$ cat src/rtl/lighthouse_pulse_decoder.sv
// rtl/lighthouse_pulse_decoder.sv - classifies sensor pulses as sync/sweep/glitch and reports
// sweep timing relative to the arming sync pulse.
module lighthouse_pulse_decoder #(
  parameter int WIDTH           = 32,
  parameter int SYNC_MIN_TICKS  = 2000,
  parameter int SYNC_BASE_TICKS = 3000,
  parameter int SYNC_STEP_TICKS = 500,
  parameter int MIN_PULSE_TICKS = 24,
  parameter int MAX_SWEEP_TICKS = 400000
) (
  input  logic             clk,
  input  logic             rst,
  input  logic             signal,
  input  logic [WIDTH-1:0] counter,
  input  logic [WIDTH-1:0] center_in,
  input  logic             center_ready,
  output logic             sync_valid,
  output logic [2:0]       sync_code,
  output logic             sweep_valid,
  output logic [WIDTH-1:0] sweep_ticks,
  output logic             sweep_axis,
  output logic             drop,
  output logic             armed
);

  typedef enum logic {
    IDLE  = 1'b0,
    ARMED = 1'b1
  } state_t;

  localparam logic [WIDTH-1:0] SYNC_MIN  = WIDTH'(SYNC_MIN_TICKS);
  localparam logic [WIDTH-1:0] MIN_PULSE = WIDTH'(MIN_PULSE_TICKS);
  localparam logic [WIDTH-1:0] MAX_SWEEP = WIDTH'(MAX_SWEEP_TICKS);

  // Lower bound of sync code k: midpoint between nominal widths of codes k-1 and k.
  function automatic logic [WIDTH-1:0] sync_thr(input int k);
    return WIDTH'(SYNC_BASE_TICKS + k * SYNC_STEP_TICKS - SYNC_STEP_TICKS / 2);
  endfunction

  state_t           state_q;
  logic             signal_q;
  logic             ready_q;
  logic             pulse_seen_q;
  logic [WIDTH-1:0] rise_time_q;
  logic [WIDTH-1:0] last_rise_q;
  logic [WIDTH-1:0] last_width_q;
  logic [WIDTH-1:0] ref_time_q;
  logic             ref_axis_q;
  logic             sync_valid_q;
  logic [2:0]       sync_code_q;
  logic             sweep_valid_q;
  logic [WIDTH-1:0] sweep_ticks_q;
  logic             sweep_axis_q;
  logic             drop_q;

  logic             rise_edge;
  logic             fall_edge;
  logic             event_fire;
  logic [2:0]       code_d;
  logic             is_sync;
  logic             is_glitch;
  logic [WIDTH-1:0] sweep_d;
  logic             sweep_in_range;
  logic [WIDTH-1:0] elapsed;
  logic             timed_out;

  assign rise_edge      = signal & ~signal_q;
  assign fall_edge      = ~signal & signal_q;
  assign event_fire     = center_ready & ~ready_q & pulse_seen_q;
  assign is_sync        = (last_width_q >= SYNC_MIN);
  assign is_glitch      = (last_width_q < MIN_PULSE);
  assign sweep_d        = center_in - ref_time_q;
  assign sweep_in_range = (sweep_d <= MAX_SWEEP);
  assign elapsed        = counter - ref_time_q;
  assign timed_out      = (elapsed > MAX_SWEEP);

  // Thresholds rise monotonically, so the last one passed is the saturated code.
  always_comb begin
    code_d = 3'd0;
    for (int k = 1; k < 8; k++) begin
      if (last_width_q >= sync_thr(k)) begin
        code_d = 3'(k);
      end
    end
  end

  always_ff @(posedge clk) begin
    if (rst) begin
      state_q       <= IDLE;
      signal_q      <= 1'b0;
      ready_q       <= 1'b0;
      pulse_seen_q  <= 1'b0;
      rise_time_q   <= '0;
      last_rise_q   <= '0;
      last_width_q  <= '0;
      ref_time_q    <= '0;
      ref_axis_q    <= 1'b0;
      sync_valid_q  <= 1'b0;
      sync_code_q   <= 3'd0;
      sweep_valid_q <= 1'b0;
      sweep_ticks_q <= '0;
      sweep_axis_q  <= 1'b0;
      drop_q        <= 1'b0;
    end else begin
      signal_q      <= signal;
      ready_q       <= center_ready;
      sync_valid_q  <= 1'b0;
      sweep_valid_q <= 1'b0;
      drop_q        <= 1'b0;

      if (rise_edge) begin
        rise_time_q <= counter;
      end
      if (fall_edge) begin
        last_rise_q  <= rise_time_q;
        last_width_q <= counter - rise_time_q;
        pulse_seen_q <= 1'b1;
      end

      // Event uses only the latched pulse, so a new rise this cycle cannot disturb it.
      if (event_fire) begin
        if (is_sync) begin
          sync_valid_q <= 1'b1;
          sync_code_q  <= code_d;
          if (!code_d[2]) begin
            ref_time_q <= last_rise_q;
            ref_axis_q <= code_d[0];
            state_q    <= ARMED;
          end
        end else if (!is_glitch) begin
          if (state_q == ARMED && sweep_in_range) begin
            sweep_valid_q <= 1'b1;
            sweep_ticks_q <= sweep_d;
            sweep_axis_q  <= ref_axis_q;
          end else begin
            drop_q <= 1'b1;
          end
          state_q <= IDLE;
        end
      end else if (state_q == ARMED && timed_out) begin
        state_q <= IDLE;
      end
    end
  end

  assign sync_valid  = sync_valid_q;
  assign sync_code   = sync_code_q;
  assign sweep_valid = sweep_valid_q;
  assign sweep_ticks = sweep_ticks_q;
  assign sweep_axis  = sweep_axis_q;
  assign drop        = drop_q;
  assign armed       = (state_q == ARMED);

endmodule

$ cat config.mk
export PLATFORM = sky130hd
export DESIGN_NAME = lighthouse_pulse_decoder
export DESIGN_NICKNAME = d
export VERILOG_FILES = /design/src/rtl/lighthouse_pulse_decoder.sv
export SDC_FILE = /design/constraint.sdc
export NUM_CORES = 1
export LEC_CHECK = 0
export BUFFER_PORTS_ARGS = -buffer_cell sky130_fd_sc_hd__buf_2
export CAP_MARGIN = 15
export CELL_PAD_IN_SITES_DETAIL_PLACEMENT = 1
export CELL_PAD_IN_SITES_GLOBAL_PLACEMENT = 1
export CORE_MARGIN = 10
export CORE_UTILIZATION = 48
export DETAILED_ROUTE_END_ITERATION = 10
export HOLD_SLACK_MARGIN = 0.03
export PLACE_DENSITY_LB_ADDON = 0.12
export SYNTH_ARGS = -nofsm -noshare
export SYNTH_HDL_FRONTEND = slang
export SYNTH_SLANG_ARGS = --single-unit
$ cat constraint.sdc
create_clock -name clk -period 8.85 [get_ports clk]
set_clock_uncertainty 0.1 [all_clocks]
set_input_delay 1.3275 -clock clk [delete_from_list [all_inputs] [get_ports clk]]
set_output_delay 1.3275 -clock clk [all_outputs]
set_load 0.02 [all_outputs]
==> run summary, run 1 <==
# rows: 57
Critical path, cell by cell: buf_2, inv_1, ha_1, fa_1, nor2b_1, o31a_1, o21ai_2, a2111oi_0, nor2_1, xnor2_1, nor4_4, nand3_2, nor3_4, a211oi_1
Clk sinks: 172
Slew @ Worst Pin: 1110 ps
Pwr Total: 1.99 mW
Post-CTS resize count: 0
Top-count cell post-synth: nand2_1
Pin count of the biggest net entering global routing: 87
Die Ht: 179 um
Post-DP HPWL: 30600 um
Final Wtd Congestion: 0.923
Status: finished clean
IO Pins: 108
Seq/Total Area, Yosys: 0.286
Area Growth Syn to Fin: 10.5%
Post-CTS setup buffers: 0
WP buf/inv: 2
Initial antenna violation count: 2
Delay-heaviest family, CP: simple AND/OR/NAND/NOR gates
Final min period: 5110 ps
Synth Warn #: 0
Final Hold Viols: 0
Leak pwr: 5.04 nW
Maximum vdd drop: 0.0902 mV
Synthesized cell area: 12100 sq um
Count of input and output buffers: 107
H-tree depth: 4
Max Freq: 196 MHz
Total GRT Usage: 0.245
CTS Hold Buffers Added: 0
Synth Area per Inst: 7.55 sq um
Max-cap violations: 0
First-pass GRT wire length: 63400 um
Setup TNS: 0 ps
Worst setup EP type: flip-flop
Slowest stage delay, CP: 740 ps
Crit path launch type: primary input
Worst slew margin: 0.260
Synth area leaders: dfxtp_1 29%, ha_1 9.6%, nand2_1 9.2%
Hold Path Class: reg -> reg
Starting density of the core: 0.492
Share of cells above drive strength 1: 0.113
CTS clock-pin slew for the worst setup and hold paths: 80 ps
Highest-delay cell along the critical path: nor3_4
Root Driver: clkbuf_16
Clock power frac: 0.364
Grt ovf: 0
Num CTS Buffers: 17
Synth area leader: dfxtp_1
Routed vias: 12100
Synth Register Bits: 172
Clock Tree Buf Depth: 2
Final setup viols: 0
Post-Synthesis Net Count: 1762
Ranking of synthesized cells by instance count: 294 x nand2_1, 203 x a21oi_1, 172 x dfxtp_1, 93 x ha_1, 90 x inv_1
Sw Pwr: 0.652 mW
Placeable Area: 24500 sq um
Clock insertion delay at the later pin of the skew report: 440 ps
Crit path required time: 9050 ps
WL/cell: 19.9 um
Netlist cell types: 85
Die area: 31900 sq um
Drt total wl: 39600 um
Internal power: 1.33 mW
Chip width: 179 um
Synthesized instance count: 1598
CP Max Fanout: 17
Top FF cell, synth: dfxtp_1
Arrival time of the worst setup path: 5310 ps
Final Max Slew Viols: 0
Power per cell area: 149 nW/um^2
Sw frac: 0.328
Vias in the first global route: 12200
Drt drc: 0
1st-iter DRT viols: 662
Comb pwr share: 0.228
Kind of critical path: in -> reg
RSZ-0062 raised after global routing: false
Nets: 1817
ANT nets after route: 0
CTS tree: built
Vias per Instance: 6.06
Number of flops mapped to enable cells by yosys: 0
Number of diodes: 0
Async SR Flop Fraction: 0
Part of the power in registers: 0.408
Top cell type's share of synthesized area: 0.286
Pre-antenna DRT Iters: 5
Final period util: 0.578
## tightest hold or removal path, cell delays in order (launching register included)
cell and delay (ps):
dfxtp_1 310, nand2_1 50, a21oi_1 50
## sequential cells by signal, summed over array words and instances, names as in the netlist, 3 cells and up
register / flops
ref_time_q: 32
rise_time_q: 32
sweep_ticks: 32
last_width_q: 32
last_rise_q: 32
sync_code: 3
## cell families (layout without fill, tap and decap cells)
group           count (synthesis)  count (layout)  share of synthesized area
simple gates                  591             591                      0.237
compound gates                502             502                      0.270
flops                         172             172                      0.286
buf+inv                       172             240                     0.0572
fa+ha+maj                      96              96                      0.101
xor+xnor                       57              57                     0.0420
mux                             8               8                    0.00685
## final cells by class
class,count,area (sq um)
repair buffers,117,637
flip-flops and latches,172,3440
well taps,324,405
multi-input cells,1254,7940
fillers,3140,11200
inverters,91,342
clock buffers,19,443
clock inverters,13,110
## through the flow
stage / setup slack, ps / hold slack, ps / std cells / area [sq um] / utilization
finish: 3740 / 350 / 1990 / 13300 / 0.543
global route: 3510 / 377 / 1990 / 13300 / 0.543
CTS: 3780 / 356 / 1989 / 13300 / 0.542
detailed placement: 3320 / 347 / 1957 / 12700 / 0.519
global placement: 3450 / 339 / 1957 / 12700 / 0.519
floorplan: 4510 / 332 / 1598 / 12100 / -
## layer usage
layer  vias up  wire length [um]  track usage  part of all wire
li1       5863                 -            -                 -
met1      5879             17500        0.304              0.44
met2       249             19500        0.429              0.49
met3        63              1660       0.0340             0.042
met4         4               949       0.0772             0.024
met5         -                21            0           0.00053
## path summary, 6_finish.rpt
| kind | start | to | slack (ps) | cells past startpoint |
|---|---|---|---|---|
| hold / removal | last_rise_q[4]$_SDFFE_PP0P_ | ref_time_q[4]$_SDFFE_PP0P_ | 350 | 2 |
| setup / recovery | center_in[0] | sweep_ticks[13]$_SDFFE_PP0P_ | 3740 | 14 |
| setup reg to reg | ref_time_q[0]$_SDFFE_PP0P_ | sweep_ticks[13]$_SDFFE_PP0P_ | 4380 | 12 |
| hold reg to reg | last_rise_q[4]$_SDFFE_PP0P_ | ref_time_q[4]$_SDFFE_PP0P_ | 350 | 2 |
## power by group through the flow
stage	clock network, mW	registers (mW)	logic [mW]
final	0.723	0.811	0.453
after global routing	0.764	0.814	0.501
after CTS	0.731	0.811	0.448
after detailed placement	0	0.829	0.443
after global placement	0	0.828	0.432
after floorplan	0	0.821	0.324
## cells in the final DEF (no fill, tap or decap), drive strengths merged, types with 8 or more instances in the layout
cell	synthesis	final
a2111oi	11	11
a211oi	16	16
a21o	37	37
a21oi	205	205
a31oi	21	21
and3	12	12
buf	29	117
clkbuf	52	19
dfxtp	172	172
ha	93	93
inv	90	94
nand2	294	294
nand2b	16	16
nand3	37	37
nand3b	11	11
nand4	24	24
nor2	80	80
nor2b	18	18
nor3	31	31
nor3b	20	20
nor4	16	16
o2111ai	8	8
o211ai	23	23
o21a	17	17
o21ai	57	57
o21bai	17	17
o31ai	13	13
o41ai	12	12
or3	8	8
xnor2	36	36
xor2	21	21
(Power assumes the default switching activity.)
==> inputs of run 2 (changes only) <==
Settings changed: ABC_AREA set to 1, CORE_UTILIZATION 48 to 43.
Clock period 8.85 ns to 5.1 ns, I/O delays scaled along.
==> run 2 against run 1 <==
Die area rose by 15%. Largest power group unchanged. First-iteration DRC count down 13%. Largest cell class unchanged. Non-clock buffer count is 1 lower. Critical path depth increased by 4. Register-to-register slack got worse by 3000 ps. Design area up 6.0%. Wire length is 14% higher. Utilization fell by 5.4 points.
==> run summary, run 2 <==
WL/cell: 17.9 um
Pre-antenna DRT Iters: 5
Power per cell area: 270 nW/um^2
Nets: 2300
Top cell type's share of synthesized area: 0.271
Internal power: 2.47 mW
Met2 Use GR: 0.426
Worst slack, placed: 962 ps
Worst reg-to-reg setup slack: 1420 ps
Comb pwr share: 0.258
Setup TNS: 0 ps
Num CTS Buffers: 17
Delay-heaviest family, CP: simple AND/OR/NAND/NOR gates
Ranking of synthesized cells by instance count: 476 x nand2_1, 363 x inv_1, 252 x nor2_1, 207 x a21oi_1, 171 x dfxtp_1
Routed vias: 13400
Sw Pwr: 1.34 mW
Area Growth Syn to Fin: 11.7%
Synthesized cell area: 12600 sq um
Clock insertion delay at the later pin of the skew report: 440 ps
Count of input and output buffers: 107
Synth area leaders: dfxtp_1 27%, nand2_1 14%, inv_1 11%
Worst Setup SP: ref_time_q[12]$_SDFFE_PP0P_
Most common cell after layout, fill and taps aside: nand2_1
Hold Path Class: reg -> reg
DP Cell Count: 2501
Final Wtd Congestion: 0.955
Share of cells above drive strength 1: 0.0745
Synth Warn #: 0
Die Ht: 191 um
Highest-delay cell along the critical path: nand4_4
Final Hold Viols: 0
Slowest stage delay, CP: 530 ps
Chip width: 191 um
Synth Area per Inst: 6.16 sq um
Slew @ Worst Pin: 1010 ps
Pin count of the biggest net entering global routing: 92
Post-DP HPWL: 36600 um
CTS Hold Buffers Added: 0
Total GRT Usage: 0.246
Critical path, cell by cell: inv_1, ha_1, nand2_1, o21ai_0, a21oi_1, nand2_1, nand2_1, nand2_1, nand2_1, a21boi_1, nand2_1, nor2_1, nand2_1, nor2_2, nand4_4, nand2_1, nand2_1, nor2_1
R2r endpoint: sweep_ticks[4]$_SDFFE_PP0P_
IO Pins: 108
CP dominant cell by count: nand2_1
Status: finished clean
Vias per Instance: 5.27
Worst setup margin: 1420 ps
Seq/Total Area, Yosys: 0.271
Post-Layout Cell Count: 2533
Drt drc: 0
Number of diodes: 0
Final period util: 0.721
Met1 Use GR: 0.317
Post-CTS resize count: 0
Crit path required time: 5370 ps
Synth area leader: dfxtp_1
Hold Path Depth: 2
CP Max Fanout: 50
H-tree depth: 4
Drt total wl: 45300 um
HP Start: sweep_ticks[27]$_SDFFE_PP0P_
Post-CTS setup buffers: 0
ANT nets after route: 0
Busiest grt layer: met2
Crit path launch type: flip-flop
Clock power frac: 0.371
M3 GR Usage: 0.0237
Die area: 36700 sq um
Worst setup EP type: flip-flop
Top-count cell post-synth: nand2_1
Netlist cell types: 53
Worst slew margin: 0.328
Synthesized instance count: 2051
Max Freq: 272 MHz
Pwr Total: 3.81 mW
Top FF cell, synth: dfxtp_1
Final min period: 3680 ps
Placeable Area: 28900 sq um
First-pass GRT wire length: 72500 um
Part of the power in registers: 0.371
Clk sinks: 171
Grt ovf: 0
Hold endpoint: sweep_ticks[27]$_SDFFE_PP0P_
Root Driver: clkbuf_16
Final Max Slew Viols: 0
Initial antenna violation count: 0
Synth Register Bits: 171
WP buf/inv: 1
Sw frac: 0.351
Starting density of the core: 0.438
Arrival time of the worst setup path: 3950 ps
Maximum vdd drop: 0.190 mV
Post-Synthesis Net Count: 2215
RR Startpoint: ref_time_q[12]$_SDFFE_PP0P_
CTS tree: built
# rows: 62
Leak pwr: 7.22 nW
1st-iter DRT viols: 575
Highest-count cells in the layout ignoring fill and taps: 476 x nand2_1, 361 x inv_1, 252 x nor2_1, 207 x a21oi_1, 171 x dfxtp_1
Final setup viols: 0
Max-cap violations: 0
R2r worst-path depth: 18
Vias in the first global route: 13700
Clock Tree Buf Depth: 2
Kind of critical path: reg -> reg
Number of flops mapped to enable cells by yosys: 0
Async SR Flop Fraction: 0
CTS clock-pin slew for the worst setup and hold paths: 70 ps
RSZ-0062 raised after global routing: false
[run 2: cell types whose count changed after synthesis, moves of 13 or more]
cell / before / now
inv_1: 90 / 363
nand2_1: 294 / 476
nor2_1: 79 / 252
o21ai_0: 51 / 166
nand3_1: 35 / 79
a21o_1: 37 / 5
xor2_1: 20 / 38
o211ai_1: 22 / 6
a211oi_1: 16 / 1
nand2b_1: 16 / 1
nor2b_1: 17 / 2
buf_2: 16 / 3
o21a_1: 17 / 4
xnor2_1: 36 / 23
[run 2: routing by layer]
layer	wire length, um	up-vias
met2	21600	239
li1	-	6698
met1	21200	6368
met4	976	0
met5	0	-
met3	1480	53
[run 2: area by class of cell]
cell class                      count  area, sq um
Fill cell                        4041        14700
Inverter                          365         1370
Timing Repair Buffer              116          603
Clock inverter                     13          171
Sequential cell                   171         3420
Multi-Input combinational cell   1465         7630
Tap cell                          384          480
Clock buffer                       19          443
[run 2: stage by stage]
stage,instance area (sq um),hold WS (ps),utilization
3_3_place_gp,13500,339,0.468
2_1_floorplan,12600,337,-
6_report,14100,353,0.489
5_1_grt,14100,370,0.489
3_5_place_dp,13500,345,0.468
4_1_cts,14100,356,0.489
[run 2: kinds of logic after synthesis]
group                      Yosys count  synth area share
adders and majority gates           96            0.0968
xor gates and xnor gates            61            0.0423
AOI/OAI and AO/OA                  432             0.183
DFF                                171             0.271
buffers and inverters              415             0.126
and+or+nand+nor                    876             0.282
[run 2: power groups by stage]
stage / sequential (mW) / combinational (mW) / clock, mW
2_1_floorplan: 1.44 / 0.660 / 0
3_3_place_gp: 1.44 / 0.942 / 0
3_5_place_dp: 1.45 / 0.965 / 0
4_1_cts: 1.41 / 0.978 / 1.44
5_1_grt: 1.42 / 1.10 / 1.50
6_report: 1.41 / 0.983 / 1.41
[run 2: worst reg2reg max path, cell delays in order (launching register included)]
cell	delay, ps
dfxtp_1	310
inv_1	130
ha_1	420
nand2_1	180
o21ai_0	380
a21oi_1	70
nand2_1	200
nand2_1	110
nand2_1	80
nand2_1	50
a21boi_1	130
nand2_1	80
nor2_1	140
nand2_1	90
nor2_2	140
nand4_4	530
nand2_1	250
nand2_1	90
nor2_1	130
[run 2: worst max-delay path by stage]
stage                                          endpoint  slack (ps)  cells after the start
after floorplan           last_width_q[22]$_SDFFE_PP0P_        1860                     15
after global placement     sweep_ticks[12]$_SDFFE_PP0P_        1160                     19
after detailed placement    sweep_ticks[4]$_SDFFE_PP0P_         960                     21
after CTS                   sweep_ticks[4]$_SDFFE_PP0P_        1420                     21
after global routing        sweep_ticks[4]$_SDFFE_PP0P_         980                     21
final                       sweep_ticks[4]$_SDFFE_PP0P_        1420                     18
